<file path="src/rtl/idex_pkg.sv">
// Shared types and sizing helpers for the ID/EX pipeline register and its skid buffer.
package idex_pkg;

  localparam int ALU_FUNCT_BITS_DEF = 3;

  // Field order is MSB first; PCEn is the top bit of the packed bundle.
  typedef struct packed {
    logic                          PCEn;
    logic                          RegWrite;
    logic                          ALU1Src;
    logic                          RegDst;
    logic [ALU_FUNCT_BITS_DEF-1:0] ALU1Cntrl;
    logic [ALU_FUNCT_BITS_DEF-1:0] ALU2Cntrl;
    logic                          MemWrite;
    logic                          MemRead;
    logic                          MemtoReg;
  } ctrl_t;

  localparam int CTRL_W = $bits(ctrl_t);

  localparam ctrl_t SIDE_EFFECT_MASK = '{PCEn: 1'b1, RegWrite: 1'b1, MemWrite: 1'b1,
                                         MemRead: 1'b1, default: '0};

  typedef enum logic [1:0] {
    EMPTY = 2'b00,
    BUSY  = 2'b10,
    FULL  = 2'b11
  } skidState_t;

  function automatic int payloadWidth(input int ctrlW, input int busW, input int regW,
                                      input int nSrc);
    return ctrlW + (nSrc + 1) * busW + 2 * regW;
  endfunction

endpackage

</file>
<file path="src/rtl/pipe_skid_buf.sv">
// One-entry skid buffer with registered ready, flush, and masked clearing of the
// output register whenever it goes empty.
module pipe_skid_buf
  import idex_pkg::*;
#(
  parameter int               WIDTH      = 8,
  parameter logic [WIDTH-1:0] CLEAR_MASK = '0
) (
  input  logic             CLK,
  input  logic             RSTn,
  input  logic             Flush,
  input  logic             InValid,
  output logic             InReady,
  input  logic [WIDTH-1:0] InData,
  output logic             OutValid,
  input  logic             OutReady,
  output logic [WIDTH-1:0] OutData
);

  skidState_t       state;
  skidState_t       nextState;
  logic [WIDTH-1:0] skidData;
  logic             accept;
  logic             consume;
  logic             loadIn;
  logic             loadSkid;
  logic             loadFromSkid;
  logic             clearOut;

  assign OutValid = (state != EMPTY);
  assign InReady  = (state != FULL);
  assign accept   = InValid & InReady;
  assign consume  = OutValid & OutReady;

  always_comb begin
    nextState    = state;
    loadIn       = 1'b0;
    loadSkid     = 1'b0;
    loadFromSkid = 1'b0;
    clearOut     = 1'b0;
    case (state)
      EMPTY: begin
        if (accept) begin
          loadIn    = 1'b1;
          nextState = BUSY;
        end
      end
      BUSY: begin
        if (accept && consume) begin
          loadIn = 1'b1;
        end else if (accept) begin
          loadSkid  = 1'b1;
          nextState = FULL;
        end else if (consume) begin
          clearOut  = 1'b1;
          nextState = EMPTY;
        end
      end
      FULL: begin
        if (consume) begin
          loadFromSkid = 1'b1;
          nextState    = BUSY;
        end
      end
      default: nextState = EMPTY;
    endcase
    // Flush drops everything held or arriving; a same-cycle consume still completes.
    if (Flush) begin
      nextState    = EMPTY;
      loadIn       = 1'b0;
      loadSkid     = 1'b0;
      loadFromSkid = 1'b0;
      clearOut     = 1'b1;
    end
  end

  always_ff @(posedge CLK) begin
    if (!RSTn) begin
      state    <= EMPTY;
      OutData  <= '0;
      skidData <= '0;
    end else begin
      state <= nextState;
      if (loadIn) begin
        OutData <= InData;
      end else if (loadFromSkid) begin
        OutData <= skidData;
      end else if (clearOut) begin
        OutData <= OutData & ~CLEAR_MASK;
      end
      if (loadSkid) begin
        skidData <= InData;
      end
    end
  end

endmodule

</file>
<file path="src/rtl/idex_pipe_reg.sv">
// ID/EX pipeline register: skid-buffered payload with side-effect zeroing on bubbles
// and a saturating back-pressure cycle counter.
module idex_pipe_reg
  import idex_pkg::*;
#(
  parameter  int BUS_WIDTH       = 32,
  parameter  int ALU_FUNCT_BITS  = 3,
  parameter  int REGISTER_SIZE   = 6,
  parameter  int NUM_SRC         = 3,
  parameter  int STALL_CNT_WIDTH = 16,
  localparam int CtrlWidth       = CTRL_W + 2 * (ALU_FUNCT_BITS - ALU_FUNCT_BITS_DEF)
) (
  input  logic                         CLK,
  input  logic                         RSTn,
  input  logic                         ValidD,
  output logic                         ReadyD,
  input  logic                         Flush,
  input  logic [CtrlWidth-1:0]         CtrlD,
  input  logic [NUM_SRC*BUS_WIDTH-1:0] SrcD,
  input  logic [BUS_WIDTH-1:0]         SignImmD,
  input  logic [REGISTER_SIZE-1:0]     RtD,
  input  logic [REGISTER_SIZE-1:0]     RdD,
  output logic                         ValidE,
  input  logic                         ReadyE,
  output logic [CtrlWidth-1:0]         CtrlE,
  output logic [NUM_SRC*BUS_WIDTH-1:0] SrcE,
  output logic [BUS_WIDTH-1:0]         SignImmE,
  output logic [REGISTER_SIZE-1:0]     RtE,
  output logic [REGISTER_SIZE-1:0]     RdE,
  output logic [STALL_CNT_WIDTH-1:0]   StallCnt
);

  localparam int PayW = payloadWidth(CtrlWidth, BUS_WIDTH, REGISTER_SIZE, NUM_SRC);

  // The ALU fields never carry side effects, so the mask stretches to any ALU width.
  localparam logic [CtrlWidth-1:0] CtrlMask = {
    SIDE_EFFECT_MASK.PCEn, SIDE_EFFECT_MASK.RegWrite,
    SIDE_EFFECT_MASK.ALU1Src, SIDE_EFFECT_MASK.RegDst,
    {(2 * ALU_FUNCT_BITS){1'b0}},
    SIDE_EFFECT_MASK.MemWrite, SIDE_EFFECT_MASK.MemRead, SIDE_EFFECT_MASK.MemtoReg
  };
  localparam logic [PayW-1:0] ClearMask = {CtrlMask, {(PayW - CtrlWidth){1'b0}}};

  logic [PayW-1:0] payloadD;
  logic [PayW-1:0] payloadE;

  assign payloadD = {CtrlD, SrcD, SignImmD, RtD, RdD};
  assign {CtrlE, SrcE, SignImmE, RtE, RdE} = payloadE;

  pipe_skid_buf #(
    .WIDTH     (PayW),
    .CLEAR_MASK(ClearMask)
  ) skidBuf (
    .CLK     (CLK),
    .RSTn    (RSTn),
    .Flush   (Flush),
    .InValid (ValidD),
    .InReady (ReadyD),
    .InData  (payloadD),
    .OutValid(ValidE),
    .OutReady(ReadyE),
    .OutData (payloadE)
  );

  always_ff @(posedge CLK) begin
    if (!RSTn) begin
      StallCnt <= '0;
    end else if (ValidE && !ReadyE && !(&StallCnt)) begin
      StallCnt <= StallCnt + STALL_CNT_WIDTH'(1);
    end
  end

endmodule

</file>
<file path="config.mk">
export PLATFORM = sky130hd
export DESIGN_NAME = idex_pipe_reg
export DESIGN_NICKNAME = d
export VERILOG_FILES = /design/src/rtl/idex_pkg.sv /design/src/rtl/pipe_skid_buf.sv /design/src/rtl/idex_pipe_reg.sv
export SDC_FILE = /design/constraint.sdc
export NUM_CORES = 1
export LEC_CHECK = 0
export CAP_MARGIN = 25
export CORE_ASPECT_RATIO = 1.2
export CORE_MARGIN = 2
export CORE_UTILIZATION = 45
export CTS_BUF_LIST = sky130_fd_sc_hd__clkbuf_2 sky130_fd_sc_hd__clkbuf_4 sky130_fd_sc_hd__clkbuf_8
export DETAILED_ROUTE_END_ITERATION = 12
export PLACE_DENSITY = 0.86
export SLEW_MARGIN = 20
export SYNTH_ARGS = -nofsm -noshare
export SYNTH_HDL_FRONTEND = slang
export SYNTH_SLANG_ARGS = --single-unit
</file>
<file path="constraint.sdc">
create_clock -name CLK -period 2.2 [get_ports CLK]
set_clock_uncertainty 0.05 [all_clocks]
set_input_delay 0.44 -clock CLK [delete_from_list [all_inputs] [get_ports CLK]]
set_output_delay 0.44 -clock CLK [all_outputs]
set_load 0.01 [all_outputs]
</file>
Word-level counts from Yosys, hierarchy flattened

Cells that the tools add are included.

Register bits: 324
Input port bits: 158
Output and inout bits: 171
Word-level logic and storage cells: 51

Add/subtract/negate cells: 1
Equal/unequal tests: 7
Mux-type cells: 23
Bitwise gates (word level): 3
Reductions and logical operators: 12

Operator list:

| operator                                                                 | number |
|---|---|
| 153-bit 2-to-1 mux                                                       | 3 |
| 16-bit by 1-bit adder with 16-bit output (second input constant)         | 1 |
| 16-bit AND reduction                                                     | 1 |
| 1-bit 2-to-1 mux                                                         | 13 |
| 2-bit 2-to-1 mux                                                         | 5 |
| 2-bit case mux with 3 select lines                                       | 1 |
| 2-bit equality test (second input constant)                              | 2 |
| 2-bit by 1-bit inequality test with 1-bit output (second input constant) | 2 |
| 2-bit inequality test (second input constant)                            | 2 |
| 4-bit AND reduction                                                      | 1 |
| 2-bit nonzero test                                                       | 2 |
| 1-bit logical AND                                                        | 3 |
| 3-bit by 1-bit inequality test with 1-bit output (second input constant) | 1 |
| 3-bit nonzero test                                                       | 1 |
| 1-bit bitwise AND                                                        | 2 |
| 1-bit zero test                                                          | 2 |
| 2-bit zero test                                                          | 1 |
| 1-bit case mux with 2 select lines                                       | 1 |
| 2-bit OR reduction                                                       | 1 |
| 1-bit NOT                                                                | 1 |

Longest topological paths before layout

Depth in word-level cells: 10
Gate-level depth with buffers: 11
Depth with buffers taken out: 6

Modules after synthesis

A second synthesis with hierarchy kept.

Cell total of the unflattened synthesis: 1473
Area total of the unflattened synthesis: 12640.9 µm²

Modules (own cells, without submodules):

| module        | times used | cells each | area an instance (µm²) | sequential area each (µm²) |
|---|---|---|---|---|
| pipe_skid_buf | 1          | 1376       | 11808.8                | 6165.9 |
| idex_pipe_reg | 1          | 97         | 832.0                  | 320.3 |

Least setup slack after synthesis

No wires, ideal clock.

Path type: register to register
Start point: register skidBuf.state[0]
End point: register StallCnt[8]
Setup time: 0.070 ns
Arrival time: 2.019 ns
Data required time: 2.080 ns
Path slack: 0.060 ns
Cell stages (with the launch flop): 9
Buffers on the path: 2
Period minus slack after synthesis: 2.140 ns
Cells stage by stage: dfxtp_1 inv_1 ha_1 buf_6 or3b_1 buf_2 or3_4 or3_1 a21oi_1

Longest elaborated chain between the ends: 3

RTL lines:

| what                           | RTL line            | source |
|---|---|---|
| from (decl)                    | pipe_skid_buf.sv:20 | `skidState_t state;` |
| from (signal assigned)         | pipe_skid_buf.sv:83 | `state <= nextState;` |
| 2-bit nonzero test             | pipe_skid_buf.sv:30 | `assign OutValid = (state != EMPTY);` |
| 1-bit logical AND (2 in a row) | idex_pipe_reg.sv:68 | `end else if (ValidE && !ReadyE && !(&StallCnt)) begin` |
| to (signal assigned)           | idex_pipe_reg.sv:69 | `StallCnt <= StallCnt + STALL_CNT_WIDTH'(1);` |
| to (decl)                      | idex_pipe_reg.sv:30 | `output logic [STALL_CNT_WIDTH-1:0] StallCnt` |

Every way passes these cells.
A chain may end at the register's enable or synchronous reset.

Worst setup path after layout

Start point: register StallCnt[8]
End point: output port StallCnt[8]

No word-level cell between the ends.

==> metrics.csv <==
stage;metric;value;unit
critical_path;worst_setup_path_end_kind;output pin;
detailed_routing;dr_wl_met2;18500;um
detailed_routing;ant_nets;0;
global_route;grt.total_usage;0.254;
timing;finalCriticalPeriod;2.11;ns
detailed_routing;met3_length;3080;um
floorplanning;die_h;184;um
critical_path;cp-start-kind;register;
detailed_routing;dr.pass1.iters;6;
flow_run;max_cap_viol_count;0;
finish;final_cells;2164;
clocking;clk_latency;0.56;ns
critical_path;crit_arrival;1.62;ns
global_route;grt_pass1_wl;59700;um
power_and_ir_drop;ir_drop;0.000523;V
floorplanning;core_area;0.0264;mm2
clocking;numClockSinks;324;
detailed_routing;route.detailed.drc;0;
clocking;cts_buffers;49;
synthesis;synth_nets;1635;
clocking;htree_levels;2;
synthesis;ys_warn_count;0;
clocking;cts_root_buffer;clkbuf_8;
timing;tns;0;ns
synthesis;yosys.cell_types.count;44;
critical_path;slowest_stage;clkdlybuf4s50_1;
critical_path;path_delay_family;buffers and inverters;
detailed_routing;wl;37500;um
detailed_routing;vias_per_cell;5.68;
timing;finalHoldViolCount;0;
clocking;cts_max_path_buffers;3;
placement;routabilityCongestion;0.809;
timing;fmax;0.473;GHz
global_route;grt_antenna_before_repair;2;
timing;rsz0062_at_grt;false;
placement;placed_cell_area;0.0162;mm2
floorplanning;die_area;0.0282;mm2
synthesis;seq_area_frac_synth;0.536;
clocking;clk_pin_slew;0.07;ns
critical_path;crit_chain;clkdlybuf4s50_1;
synthesis;ys_dominant_reg_cell;dfxtp_1;
synthesis;syn_avg_cell_area;8.23;um2
finish;design_area;0.0172;mm2
timing;relSlewSlack;0.669;
hold_path;holdCritPathClass;primary input to register;
finish;final_common_cell;clkdlybuf4s50_1;
timing;worst_slew_pin_slew;0.495;ns
synthesis;synth-seq-cells;324;
critical_path;crit_type;register to output pin;
floorplanning;initial_utilization;0.459;
floorplanning;rows;65;
detailed_routing;drt-initial-drc-count;871;
global_route;overflow;0;
global_route;grt_max_degree;84;
global_route;grt_pass1_vias;11956;
timing;setup_viol;0;
placement;placed_cells;2076;
synthesis;synth_compound_area_frac;0.193;
power_and_ir_drop;power.density;761;mW/mm2
power_and_ir_drop;power_leakage;6.16;nW
timing;period_share;0.960;
finish;areaGrowthSynthToFinish;42.2;%
critical_path;cp_data_required_time;1.71;ns
placement;hpwl;24800;um
finish;mostFrequentLayoutCells;clkdlybuf4s50_1, dfxtp_1, nand2_1;
detailed_routing;post_drt_wl_per_cell;17.3;um
synthesis;synth_fa_ha_area_frac;0.00517;
synthesis;synthesis.area;0.0121;mm2
timing;slew_violations;0;
synthesis;yosys.area_share.simple;0.218;
floorplanning;io_pins;329;
timing;whs;0.305;ns
synthesis;synth_top_family_by_area;simple AND/OR/NAND/NOR gates;
critical_path;critPathMaxFanout;7;
synthesis;synthMuxAreaShare;0.00424;
floorplanning;die_w;154;um
detailed_routing;top_layer;met4;
finish;fin_nets;1955;
detailed_routing;wl_met1;14300;um
critical_path;critPathMaxStageDelay;0.63;ns
status;outcome;complete, no violations;
synthesis;ys_async_sr_fraction;0;
finish;drive_above_1_share;0.0920;
synthesis;synth_xor_xnor_area_share;0;
detailed_routing;vias;12283;
critical_path;path_buf_inv;1;
finish;fillers;2048;
power_and_ir_drop;power;13.1;mW
synthesis;synth-edff-count;0;
placement;io_buffers;328;
clocking;cts_hold_buf;0;
clocking;cts_tree;yes;
synthesis;synth_cells;1472;
[final cells by class]
class	count	area (um2)	area share
multi-input cells	1016	5140	0.299
flip-flops and latches	324	6490	0.377
repair buffers	393	4100	0.238
clock buffers	77	953	0.0554
diodes	2	5.00	0.000291
well taps	335	419	0.0243
inverters	8	32.5	0.00189
clock inverters	9	80.1	0.00465
[cells by family after synthesis]
kind of cell               after synthesis
AOI/OAI and AO/OA                      340
DFF                                    324
muxes                                    5
adders and majority gates                5
buffers and inverters                  132
and+or+nand+nor                        666
[synthesized netlist by cell type (2+ instances only)]
cell / count / area [um2]
nand2b_1: 3 / 18.8
nor2b_1: 3 / 18.8
dfxtp_1: 324 / 6490
buf_2: 29 / 145
nor4_1: 3 / 18.8
a21oi_1: 162 / 811
a31oi_1: 2 / 12.5
nor3_1: 3 / 15.0
o211ai_1: 2 / 15.0
nand2_1: 316 / 1190
nand4_1: 3 / 18.8
o221ai_1: 149 / 1310
nand4bb_1: 2 / 22.5
o21ai_0: 7 / 35.0
o31ai_1: 5 / 37.5
a222oi_1: 4 / 40.0
buf_1: 5 / 18.8
or3_1: 6 / 37.5
nand3_1: 5 / 25.0
inv_1: 7 / 26.3
or4_1: 6 / 45.0
ha_1: 5 / 62.6
a21boi_0: 2 / 15.0
clkbuf_1: 89 / 334
mux2i_1: 4 / 40.0
nor2_1: 307 / 1150
o21bai_1: 2 / 15.0
[metal layers]
metal  up-vias  global-route usage
met5         -                   0
met4         0               0.123
met2       616               0.442
met1      5820               0.292
li1       5729                   -
met3       118              0.0620
[registers in the layout (all words and copies together) (netlist names)]
| register | flops |
|---|---|
| StallCnt | 16 |
| skidBuf.OutData | 153 |
| skidBuf.skidData | 153 |
| skidBuf.state | 2 |
[worst min-delay path: cells and delay by family]
family | cells | cell delay, ns
buf+inv | 2 | 0.29
compound gates | 1 | 0.14
[metrics by stage]
step / utilization / worst slack (ns)
after global routing: 0.654 / 0.0146
final: 0.654 / 0.0874
after global placement: 0.614 / -0.139
after detailed placement: 0.614 / -0.165
after floorplan: - / 0.0602
after CTS: 0.653 / 0.00851
[final timing paths]
path	end	from	slack [ns]	depth (start not counted)
setup reg to reg	StallCnt[14]	skidBuf.state[1]	0.19	8
hold / removal	skidBuf.skidData[147]	RSTn	0.31	3
hold reg to reg	skidBuf.skidData[115]	skidBuf.skidData[115]	0.40	2
setup / recovery	StallCnt[8]	StallCnt[8]	0.09	1
[timing repair]
action	4_1_cts	5_1_grt
buffers inserted	0	0
gates cloned	0	0
gates resized for setup	7	3
endpoints found under the setup margin	2	3
[where the power goes]
group | internal, mW | switching (mW)
clock network | 2.87 | 2.31
registers | 6.11 | 0.150
logic | 0.889 | 0.779
total | 9.87 | 3.24
Note: power is estimated with default switching activity, not from simulation.
